$ cat src/rtl/morra_pkg.sv
// Shared encodings, constants, FSM state type and rule helpers for the
// MorraCinese match driver.
package morra_pkg;

    localparam logic [1:0] MOVE_NONE     = 2'b00;
    localparam logic [1:0] MOVE_ROCK     = 2'b01;
    localparam logic [1:0] MOVE_PAPER    = 2'b10;
    localparam logic [1:0] MOVE_SCISSORS = 2'b11;

    localparam logic [1:0] OUT_NONE = 2'b00;
    localparam logic [1:0] OUT_P1   = 2'b01;
    localparam logic [1:0] OUT_P2   = 2'b10;
    localparam logic [1:0] OUT_DRAW = 2'b11;

    localparam logic [4:0] BASE_ROUNDS = 5'd4;
    localparam logic [3:0] ADV_INIT    = 4'd4;
    localparam logic [3:0] ADV_LO      = 4'd3;
    localparam logic [3:0] ADV_HI      = 4'd5;
    localparam logic [3:0] ADV_MAX     = 4'd8;

    typedef enum logic [2:0] {
        IDLE,
        LAUNCH,
        GAP,
        PLAY,
        WAIT_END,
        REPORT
    } state_t;

    function automatic logic [1:0] winner(input logic [1:0] p1, input logic [1:0] p2);
        logic [1:0] res;
        res = OUT_NONE;
        if (p1 == MOVE_NONE || p2 == MOVE_NONE) begin
            res = OUT_NONE;
        end else if (p1 == p2) begin
            res = OUT_DRAW;
        end else if ({p1, p2} == 4'b0111 || {p1, p2} == 4'b1001 || {p1, p2} == 4'b1110) begin
            res = OUT_P1;
        end else begin
            res = OUT_P2;
        end
        return res;
    endfunction

    function automatic logic [1:0] rotate_move(input logic [1:0] m);
        logic [1:0] res;
        case (m)
            MOVE_ROCK:  res = MOVE_PAPER;
            MOVE_PAPER: res = MOVE_SCISSORS;
            default:    res = MOVE_ROCK;
        endcase
        return res;
    endfunction

    function automatic logic [1:0] adv_to_result(input logic [3:0] adv);
        logic [1:0] res;
        if (adv > ADV_INIT) begin
            res = OUT_P1;
        end else if (adv < ADV_INIT) begin
            res = OUT_P2;
        end else begin
            res = OUT_DRAW;
        end
        return res;
    endfunction

endpackage

$ cat src/rtl/morra_ref_model.sv
// Scoreboard of the game rules: legalises raw moves, tracks the advantage
// and round count, and decides when the match is over and who should win.
module morra_ref_model
    import morra_pkg::*;
(
    input  logic       clk,
    input  logic       i_rst,
    input  logic       i_init,
    input  logic [3:0] i_cfg_extra,
    input  logic       i_step,
    input  logic [1:0] i_raw_p1,
    input  logic [1:0] i_raw_p2,
    output logic [1:0] o_p1,
    output logic [1:0] o_p2,
    output logic       o_continue,
    output logic [1:0] o_exp_result
);

    logic [4:0] r_played;
    logic [4:0] r_to_play;
    logic [3:0] r_adv;
    logic [1:0] r_prev_win;
    logic [1:0] r_prev_move;
    logic [1:0] r_exp;

    logic [1:0] w_win;
    logic [3:0] w_adv_next;
    logic [4:0] w_played_next;
    logic [1:0] w_prev_win_next;
    logic [1:0] w_prev_move_next;

    // A winner may not repeat its winning move in the very next round.
    always_comb begin
        o_p1 = (i_raw_p1 == MOVE_NONE) ? MOVE_ROCK : i_raw_p1;
        o_p2 = (i_raw_p2 == MOVE_NONE) ? MOVE_ROCK : i_raw_p2;
        if (r_prev_win == OUT_P1 && o_p1 == r_prev_move) begin
            o_p1 = rotate_move(o_p1);
        end
        if (r_prev_win == OUT_P2 && o_p2 == r_prev_move) begin
            o_p2 = rotate_move(o_p2);
        end
        w_win            = winner(o_p1, o_p2);
        w_adv_next       = r_adv;
        w_prev_win_next  = OUT_NONE;
        w_prev_move_next = MOVE_NONE;
        case (w_win)
            OUT_P1: begin
                if (r_adv != ADV_MAX) begin
                    w_adv_next = r_adv + 4'd1;
                end
                w_prev_win_next  = OUT_P1;
                w_prev_move_next = o_p1;
            end
            OUT_P2: begin
                if (r_adv != 4'd0) begin
                    w_adv_next = r_adv - 4'd1;
                end
                w_prev_win_next  = OUT_P2;
                w_prev_move_next = o_p2;
            end
            default: begin
            end
        endcase
        w_played_next = (r_played == 5'd31) ? r_played : r_played + 5'd1;
        o_continue    = (w_played_next < BASE_ROUNDS) ||
                        ((w_adv_next >= ADV_LO) && (w_adv_next <= ADV_HI) &&
                         (w_played_next < r_to_play));
    end

    always_ff @(posedge clk) begin
        if (i_rst) begin
            r_played    <= '0;
            r_to_play   <= '0;
            r_adv       <= '0;
            r_prev_win  <= OUT_NONE;
            r_prev_move <= MOVE_NONE;
            r_exp       <= OUT_NONE;
        end else if (i_init) begin
            r_played    <= '0;
            r_to_play   <= 5'(i_cfg_extra) + BASE_ROUNDS;
            r_adv       <= ADV_INIT;
            r_prev_win  <= OUT_NONE;
            r_prev_move <= MOVE_NONE;
            r_exp       <= OUT_NONE;
        end else if (i_step) begin
            r_played    <= w_played_next;
            r_adv       <= w_adv_next;
            r_prev_win  <= w_prev_win_next;
            r_prev_move <= w_prev_move_next;
            if (!o_continue) begin
                r_exp <= adv_to_result(w_adv_next);
            end
        end
    end

    assign o_exp_result = r_exp;

endmodule

$ cat src/rtl/morra_match_driver.sv
// Match initiator for the MorraCinese game: launches a match, plays legal
// move pairs and compares the game's verdict against the internal model.
module morra_match_driver
    import morra_pkg::*;
#(
    parameter logic [15:0] SEED       = 16'hACE1,
    parameter int          LAUNCH_GAP = 2,
    parameter int          TIMEOUT    = 40
) (
    input  logic       clk,
    input  logic       RST,
    input  logic       GO,
    input  logic [3:0] CFG_EXTRA,
    input  logic       FORCE_EN,
    input  logic [1:0] FORCE_P1,
    input  logic [1:0] FORCE_P2,
    input  logic [1:0] ROUND,
    input  logic [1:0] GAME,
    output logic [1:0] P1,
    output logic [1:0] P2,
    output logic       START,
    output logic       BUSY,
    output logic       DONE,
    output logic [1:0] RESULT,
    output logic [1:0] EXP_RESULT,
    output logic       MISMATCH,
    output logic       TIMEOUT_ERR
);

    localparam int          GAP_W    = $clog2(LAUNCH_GAP + 1);
    localparam int          TO_W     = $clog2(TIMEOUT + 1);
    localparam logic [GAP_W-1:0] GAP_LAST = GAP_W'(LAUNCH_GAP - 1);
    localparam logic [TO_W-1:0]  TO_LAST  = TO_W'(TIMEOUT - 1);
    localparam logic [15:0] SEED_EFF = (SEED == 16'h0000) ? 16'h0001 : SEED;

    state_t           r_state;
    state_t           w_state_next;
    logic [15:0]      r_lfsr;
    logic [GAP_W-1:0] r_gap_cnt;
    logic [TO_W-1:0]  r_to_cnt;
    logic [1:0]       r_p1;
    logic [1:0]       r_p2;
    logic [1:0]       r_result;
    logic             r_mismatch;
    logic             r_timeout;

    logic [1:0] w_p1_next;
    logic [1:0] w_p2_next;
    logic       w_model_init;
    logic       w_model_step;
    logic [1:0] w_raw_p1;
    logic [1:0] w_raw_p2;
    logic [1:0] w_model_p1;
    logic [1:0] w_model_p2;
    logic       w_model_cont;
    logic [1:0] w_model_exp;
    logic       w_game_seen;
    logic       w_timed_out;
    logic       w_lfsr_fb;
    logic       w_unused_round;

    assign w_lfsr_fb      = r_lfsr[15] ^ r_lfsr[13] ^ r_lfsr[12] ^ r_lfsr[10];
    assign w_raw_p1       = FORCE_EN ? FORCE_P1 : r_lfsr[1:0];
    assign w_raw_p2       = FORCE_EN ? FORCE_P2 : r_lfsr[3:2];
    assign w_unused_round = ^ROUND;

    morra_ref_model u_model (
        .clk          (clk),
        .i_rst        (RST),
        .i_init       (w_model_init),
        .i_cfg_extra  (CFG_EXTRA),
        .i_step       (w_model_step),
        .i_raw_p1     (w_raw_p1),
        .i_raw_p2     (w_raw_p2),
        .o_p1         (w_model_p1),
        .o_p2         (w_model_p2),
        .o_continue   (w_model_cont),
        .o_exp_result (w_model_exp)
    );

    // Moves are registered, so the value chosen here appears one cycle later.
    always_comb begin
        w_state_next = r_state;
        w_p1_next    = MOVE_NONE;
        w_p2_next    = MOVE_NONE;
        w_model_init = 1'b0;
        w_model_step = 1'b0;
        w_game_seen  = 1'b0;
        w_timed_out  = 1'b0;
        case (r_state)
            IDLE: begin
                if (GO) begin
                    w_state_next           = LAUNCH;
                    w_model_init           = 1'b1;
                    {w_p1_next, w_p2_next} = CFG_EXTRA;
                end
            end
            LAUNCH: begin
                w_state_next = GAP;
            end
            GAP: begin
                if (r_gap_cnt == GAP_LAST) begin
                    w_state_next = PLAY;
                end
            end
            PLAY: begin
                w_model_step = 1'b1;
                w_p1_next    = w_model_p1;
                w_p2_next    = w_model_p2;
                if (!w_model_cont) begin
                    w_state_next = WAIT_END;
                end
            end
            WAIT_END: begin
                if (GAME != OUT_NONE) begin
                    w_game_seen  = 1'b1;
                    w_state_next = REPORT;
                end else if (r_to_cnt == TO_LAST) begin
                    w_timed_out  = 1'b1;
                    w_state_next = REPORT;
                end
            end
            REPORT: begin
                w_state_next = IDLE;
            end
            default: begin
                w_state_next = IDLE;
            end
        endcase
    end

    always_ff @(posedge clk) begin
        if (RST) begin
            r_state    <= IDLE;
            r_lfsr     <= SEED_EFF;
            r_gap_cnt  <= '0;
            r_to_cnt   <= '0;
            r_p1       <= MOVE_NONE;
            r_p2       <= MOVE_NONE;
            r_result   <= OUT_NONE;
            r_mismatch <= 1'b0;
            r_timeout  <= 1'b0;
        end else begin
            r_state   <= w_state_next;
            r_p1      <= w_p1_next;
            r_p2      <= w_p2_next;
            r_gap_cnt <= (r_state == GAP) ? r_gap_cnt + GAP_W'(1) : '0;
            r_to_cnt  <= (r_state == WAIT_END) ? r_to_cnt + TO_W'(1) : '0;
            if (r_state == PLAY) begin
                r_lfsr <= {r_lfsr[14:0], w_lfsr_fb};
            end
            if (w_model_init) begin
                r_result   <= OUT_NONE;
                r_mismatch <= 1'b0;
                r_timeout  <= 1'b0;
            end
            if (w_game_seen) begin
                r_result   <= GAME;
                r_mismatch <= (GAME != w_model_exp);
            end
            if (w_timed_out) begin
                r_result   <= OUT_NONE;
                r_mismatch <= 1'b0;
                r_timeout  <= 1'b1;
            end
        end
    end

    assign P1          = r_p1;
    assign P2          = r_p2;
    assign START       = (r_state == LAUNCH);
    assign BUSY        = (r_state != IDLE);
    assign DONE        = (r_state == REPORT);
    assign RESULT      = r_result;
    assign EXP_RESULT  = w_model_exp;
    assign MISMATCH    = r_mismatch;
    assign TIMEOUT_ERR = r_timeout;

endmodule

$ cat config.mk
export PLATFORM = sky130hd
export DESIGN_NAME = morra_match_driver
export DESIGN_NICKNAME = d
export VERILOG_FILES = /design/src/rtl/morra_pkg.sv /design/src/rtl/morra_ref_model.sv /design/src/rtl/morra_match_driver.sv
export SDC_FILE = /design/constraint.sdc
export NUM_CORES = 1
export LEC_CHECK = 0
export ABC_CLOCK_PERIOD_IN_PS = 4600
export CELL_PAD_IN_SITES_DETAIL_PLACEMENT = 1
export CELL_PAD_IN_SITES_GLOBAL_PLACEMENT = 1
export CORE_MARGIN = 2
export CORE_UTILIZATION = 42
export CTS_CLUSTER_SIZE = 24
export DETAILED_ROUTE_END_ITERATION = 16
export GPL_ROUTABILITY_DRIVEN = 0
export HOLD_SLACK_MARGIN = 0.03
export PLACE_DENSITY = 0.77
export RECOVER_POWER = 100
export SLEW_MARGIN = 20
export SYNTH_ARGS = -nofsm -noshare
export SYNTH_HDL_FRONTEND = slang
export SYNTH_SLANG_ARGS = --single-unit
$ cat constraint.sdc
create_clock -name clk -period 4.6 [get_ports clk]
set_input_delay 0.92 -clock clk [delete_from_list [all_inputs] [get_ports clk]]
set_output_delay 0.92 -clock clk [all_outputs]
set_load 0.05 [all_outputs]
==> flow_metrics.py, run 1 <==
metrics = {
    "run_status": {
        "outcome": "finished clean",
    },
    "synthesis": {
        "syn_area_per_cell_um2": 8.03,
        "yosysUniqueCellTypes": 57,
        "synth-edff-count": 0,
        "synth.area.top_cells": "dfxtp_1, nand2_1, ha_1",
        "yosysTopAreaCell": "dfxtp_1",
        "syn_inst": 369,
        "synth_seq_cells": 55,
        "seq_area_frac_synth_pct": 37.2,
        "synth_commonest_cells": "nand2_1, dfxtp_1, nor2_1",
        "syn_nets": 398,
        "yosys.area.top_type_share_pct": 37.2,
        "synth_flop_cell": "dfxtp_1",
        "yosysMostFrequentCell": "nand2_1",
        "async_flop_share_pct": 0,
        "syn-cell-area_mm2": 0.00296,
        "yosys_warnings": 0,
    },
    "layout": {
        "fillers": 838,
        "utilization_pct": 50.8,
        "diodes": 0,
        "drive_gt1_share_pct": 8.79,
        "syn_to_final_growth_pct": 16.4,
        "layout.nets": 427,
    },
    "clocking": {
        "cts_tree": "done",
        "clk_latency_ps": 310,
        "post_cts_resized": 0,
        "cts_root_buffer": "clkbuf_8",
        "cts_inserted_buffers": 5,
        "clk_pin_slew_ps": 100,
        "ctsHoldBuffers": 0,
        "cts_setup_buffers": 0,
        "cts_htree_levels": 2,
        "clockBufferDepth": 2,
        "cts.sinks": 55,
    },
    "setup_path": {
        "cp_top_family": "compound AO/OA/AOI/OAI gates",
        "critPathBufInv": 3,
        "r2r.worst_path.cells": 13,
        "r2r_setup_slack_ps": 1020,
        "r2r_end": "r_state[0]",
        "startpoint_type": "input port",
        "cp.required_ps": 4810,
        "worstPathCellList": "clkdlybuf4s50_1 > mux2_2 > nor3b_1 > o22ai_1 > nor2b_1 > a221o_1 > inv_1 > ha_1 > inv_1 > o311ai_0 > o2111ai_1 > or3_1 > a21o_1 > a2111oi_2",
        "reg2reg_from": "r_lfsr[3]",
        "cp_common_cell": "inv_1",
        "worstSetupPathType": "in2reg",
        "critPathSlowestCell": "clkdlybuf4s50_1",
        "crit_cells": 14,
        "arrival_ps": 4540,
        "end_kind": "register",
        "cp_slowest_stage_delay_ps": 550,
        "cp_max_fo": 6,
    },
    "route": {
        "route.vias.total": 2642,
        "drt_iter0_markers": 70,
        "vias_per_cell": 5.35,
        "drt-total-wl_mm": 7.06,
        "antenna_left": 0,
        "wl_per_cell_um": 14.3,
        "drc_errors": 0,
        "firstDrtPassIters": 5,
    },
    "die": {
        "initial_utilization_pct": 43.6,
        "core_area_mm2": 0.00679,
        "die_h_um": 88.0,
        "pin_count": 29,
        "fp-row-count": 30,
        "die_x_um": 88.0,
        "die_area_mm2": 0.00774,
    },
    "placement": {
        "place_hpwl_mm": 5.23,
        "port_buffers": 26,
    },
    "timing": {
        "maxSlewHeadroom_pct": 53.8,
        "tns_ps": 0,
        "fin_skew_ps": 9.27,
        "hold_viol": 0,
        "setup_violations": 0,
        "layout_min_cycle_time_ps": 4330,
        "post-route-period-util_pct": 94.0,
        "timing.fmax_mhz": 231,
        "drv_slew": 0,
        "tightest_slew_ps": 693,
        "grt_setup_unrepaired": "no",
    },
    "grt": {
        "grt_max_degree": 31,
        "first_global_vias": 2630,
        "grt_pass1_wl_mm": 11.8,
        "antenna_found_initial": 0,
        "gr-total-overflow": 0,
        "grt_usage_pct": 19.0,
    },
    "run": {
        "drv_cap": 0,
    },
    "hold_path": {
        "hold_start": "r_gap_cnt[0]",
        "hold_end": "r_gap_cnt[0]",
        "holdPathStages": 1,
        "hold_path.class": "reg2reg",
    },
    "power": {
        "p_leak_nw": 1.40,
        "vdd_drop_max_mv": 0.117,
        "powerDensity_mw_per_mm2": 275,
    },
}
==> worst max path at each step <==
stage	start	end
finish	FORCE_EN	r_state[0]
global route	FORCE_EN	r_state[1]
CTS	FORCE_EN	r_state[0]
detailed placement	FORCE_EN	r_state[0]
global placement	FORCE_EN	r_state[0]
floorplan	FORCE_EN	r_state[0]
==> final cells by class <==
type / count / area, µm² / share of cell area [%]
inverter: 15 / 56.3 / 1.63
tap: 96 / 120 / 3.48
timing repair buffer: 42 / 362 / 10.5
sequential: 55 / 1100 / 31.9
clock buffer: 6 / 82.6 / 2.39
multi-input combinational: 279 / 1720 / 49.8
clock inverter: 1 / 8.76 / 0.254
==> report_power, final <==
group / internal (mW) / switching, mW / total [mW]
clock network: 0.122 / 0.158 / 0.279
registers: 0.489 / 0.0115 / 0.500
logic: 0.0697 / 0.0973 / 0.167
==> routing by layer <==
| metal | vias up | track usage [%] | routed length, µm |
|---|---|---|---|
| met1 | 1271 | 24.1 | 3440 |
| met2 | 24 | 33.6 | 3400 |
| met3 | 6 | 3.11 | 155 |
| met5 | - | 0 | 0 |
| met4 | 0 | 4.90 | 63 |
| li1 | 1341 | - | - |
==> kinds of logic after synthesis <==
kind of cell | share of synthesized area, %
AND/OR/NAND/NOR | 28.1
AO/OA/AOI/OAI | 17.4
flip-flops | 37.2
buffers and inverters | 4.90
adder cells (fa/ha/maj) | 5.49
XOR/XNOR | 3.25
multiplexers | 3.59
==> through the flow <==
stage	total power, mW	setup WS (ps)	hold WS (ps)	cells	area (µm²)
after global routing	0.999	3.87	449	494	3450
final	0.947	275	424	494	3450
after CTS	0.965	281	429	494	3470
after global placement	0.680	64.5	407	487	3380
after floorplan	0.622	605	396	369	2960
after detailed placement	0.685	-40.2	414	487	3380
==> state kept, by name (all words and copies together) (netlist names), 3 cells and up <==
signal,flops
u_model.r_played,5
r_lfsr,16
u_model.r_adv,4
r_state,3
r_to_cnt,6
u_model.r_to_play,5
==> placed cells by master, fill, tap and decap left out, types with 6 or more instances in the layout <==
cell type and count:
nor2b_1 6, buf_4 9, dfxtp_1 55, nand3b_1 11, nand3_1 11, nand2_1 69, nor3_1 6, ha_1 13
nor2_1 39, dlygate4sd3_1 14, a21o_1 6, inv_1 15, xnor2_1 7, a21oi_1 29, clkbuf_8 6, clkdlybuf4s50_1 12
Power figures use the tool's default switching activity.
==> run 2, diff against run 1 <==
--- a/config.mk
+++ b/config.mk
@@ -8,6 +8,7 @@
 export ABC_CLOCK_PERIOD_IN_PS = 4600
 export CELL_PAD_IN_SITES_DETAIL_PLACEMENT = 1
 export CELL_PAD_IN_SITES_GLOBAL_PLACEMENT = 1
+export CORE_ASPECT_RATIO = 0.75
 export CORE_MARGIN = 2
 export CORE_UTILIZATION = 42
 export CTS_CLUSTER_SIZE = 24
==> flow_metrics.py, run 2 (synthesis gave the netlist of run 1 again) <==
metrics = {
    "grt": {
        "grt_max_degree": 33,
        "first_global_vias": 2729,
        "grt_usage_pct": 20.6,
        "antenna_found_initial": 0,
        "gr-total-overflow": 0,
        "grt_pass1_wl_mm": 12.9,
    },
    "die": {
        "core_area_mm2": 0.00683,
        "die_h_um": 76.7,
        "fp-row-count": 26,
        "die_area_mm2": 0.00775,
        "pin_count": 29,
        "die_x_um": 101,
        "initial_utilization_pct": 43.4,
    },
    "timing": {
        "hold_viol": 0,
        "layout_setup_ws_ps": 257,
        "layout_min_cycle_time_ps": 4340,
        "post-route-period-util_pct": 94.4,
        "tns_ps": 0,
        "fin_skew_ps": 7.01,
        "maxSlewHeadroom_pct": -17.1,
        "tightest_slew_ps": 1760,
        "drv_slew": 31,
        "grt_setup_unrepaired": "no",
        "timing.fmax_mhz": 230,
        "setup_violations": 0,
    },
    "power": {
        "vdd_drop_max_mv": 0.187,
        "p_leak_nw": 1.44,
        "powerDensity_mw_per_mm2": 288,
        "p_total_mw": 1.00,
    },
    "layout": {
        "layout.nets": 428,
        "syn_to_final_growth_pct": 17.8,
        "final_cells": 484,
        "drive_gt1_share_pct": 10.8,
        "diodes": 0,
        "reg.largest.list": "r_lfsr x16, r_to_cnt x6",
        "regMostFlops": "r_lfsr",
        "final_common_cell": "nand2_1",
        "final_cell_mix": "nand2_1, dfxtp_1, nor2_1",
        "largest_reg_flops": 16,
    },
    "setup_path": {
        "critPathSlowestCell": "clkdlybuf4s50_1",
        "reg2reg_from": "r_lfsr[3]",
        "cp_slowest_stage_delay_ps": 560,
        "worstSetupPathType": "in2reg",
        "worstPathCellList": "clkdlybuf4s50_1 > mux2_2 > nor3b_1 > o22ai_1 > nor2b_2 > a221o_1 > inv_1 > ha_2 > nor3b_1 > o21ai_0 > o2111ai_1 > or3_1 > a21o_1 > a2111oi_0",
        "cp_max_fo": 6,
        "startpoint_type": "input port",
        "crit_start": "FORCE_EN",
        "cp_common_cell": "nor3b_1",
        "end_kind": "register",
        "arrival_ps": 4530,
        "cp_top_family": "compound AO/OA/AOI/OAI gates",
        "cp.required_ps": 4790,
        "critPathBufInv": 2,
    },
    "clocking": {
        "clk_latency_ps": 310,
        "clockBufferDepth": 2,
        "ctsHoldBuffers": 0,
        "cts.sinks": 55,
        "cts_inserted_buffers": 5,
        "cts_root_buffer": "clkbuf_8",
        "cts_htree_levels": 2,
        "clk_pin_slew_ps": 100,
        "cts_tree": "done",
    },
    "route": {
        "wl_per_cell_um": 15.3,
        "antenna_left": 0,
        "route.vias.total": 2655,
        "drt_iter0_markers": 87,
        "drc_errors": 0,
        "vias_per_cell": 5.49,
        "drt-total-wl_mm": 7.41,
        "firstDrtPassIters": 4,
    },
    "placement": {
        "post-place-ws_ps": -81.9,
        "dp.cells": 475,
        "place_hpwl_mm": 5.58,
        "port_buffers": 26,
    },
    "run_status": {
        "failed_checks": "capacitance limit, slew limit",
        "outcome": "complete, but fails checks",
    },
    "hold_path": {
        "hold_start": "r_gap_cnt[0]",
        "hold_path.class": "reg2reg",
    },
    "run": {
        "drv_cap": 1,
    },
}
## run 2: cell types whose count changed in the layout (fill, tap and decap cells not counted), sizes merged
| cell | delta |
|---|---|
| clkbuf | -4 |
| clkdlybuf4s50 | -1 |
| bufinv | +1 |
| dlygate4sd3 | +1 |
| buf | +5 |
## run 2: metrics by stage
| step | utilization (%) | hold slack [ps] | cell area, µm² |
|---|---|---|---|
| after detailed placement | 49.2 | 424 | 3360 |
| after global placement | 49.2 | 405 | 3360 |
| after floorplan | - | 396 | 2960 |
| final | 51.1 | 433 | 3490 |
| after global routing | 51.1 | 451 | 3490 |
| after CTS | 50.8 | 442 | 3470 |
## run 2: report_power, final
group          leakage, nW  internal [mW]  switching [mW]
clock network       0.0558          0.165           0.161
logic                0.942         0.0760           0.101
registers            0.446          0.489          0.0116
## run 2: per-layer routing
metal | wire [µm] | GRT usage, % | part of all wire, % | up-vias
met3 | 138 | 3.56 | 1.9 | 6
li1 | - | - | - | 1340
met5 | 0 | 0 | 0 | -
met2 | 3450 | 33.2 | 47 | 23
met4 | 87 | 5.00 | 1.2 | 0
met1 | 3740 | 28.7 | 50 | 1286
## run 2: final timing paths
kind                                endpoint  slack, ps  cells after the start
worst max-delay path              r_state[0]        260                     14
worst min-delay path            r_gap_cnt[0]        430                      1
worst max register to register    r_state[0]       1030                     13
worst min register to register  r_gap_cnt[0]        430                      1
## run 2: cell type report
type                            instances  area, µm²
Clock buffer                            6       72.6
Clock inverter                          2       38.8
Fill cell                             833       3340
Inverter                               15       56.3
Multi-Input combinational cell        279       1740
Sequential cell                        55       1100
Tap cell                               84        105
Timing Repair Buffer                   43        380
## run 2: repair_timing
| action | 4_1_cts | 5_1_grt |
|---|---|---|
| endpoints found under the setup margin | 0 | 4 |
| hold endpoints to repair | 0 | 0 |
| resized for setup | 0 | 6 |
| buffers inserted | 0 | 1 |
## run 2: worst register-to-register path: stages, from the launching register on
cell,delay [ps]
dfxtp_1,370
or3b_2,490
a32oi_1,170
o22ai_1,160
nor2b_2,210
a221o_1,200
inv_1,70
ha_2,390
nor3b_1,60
o21ai_0,190
o2111ai_1,170
or3_1,430
a21o_1,210
a2111oi_0,340
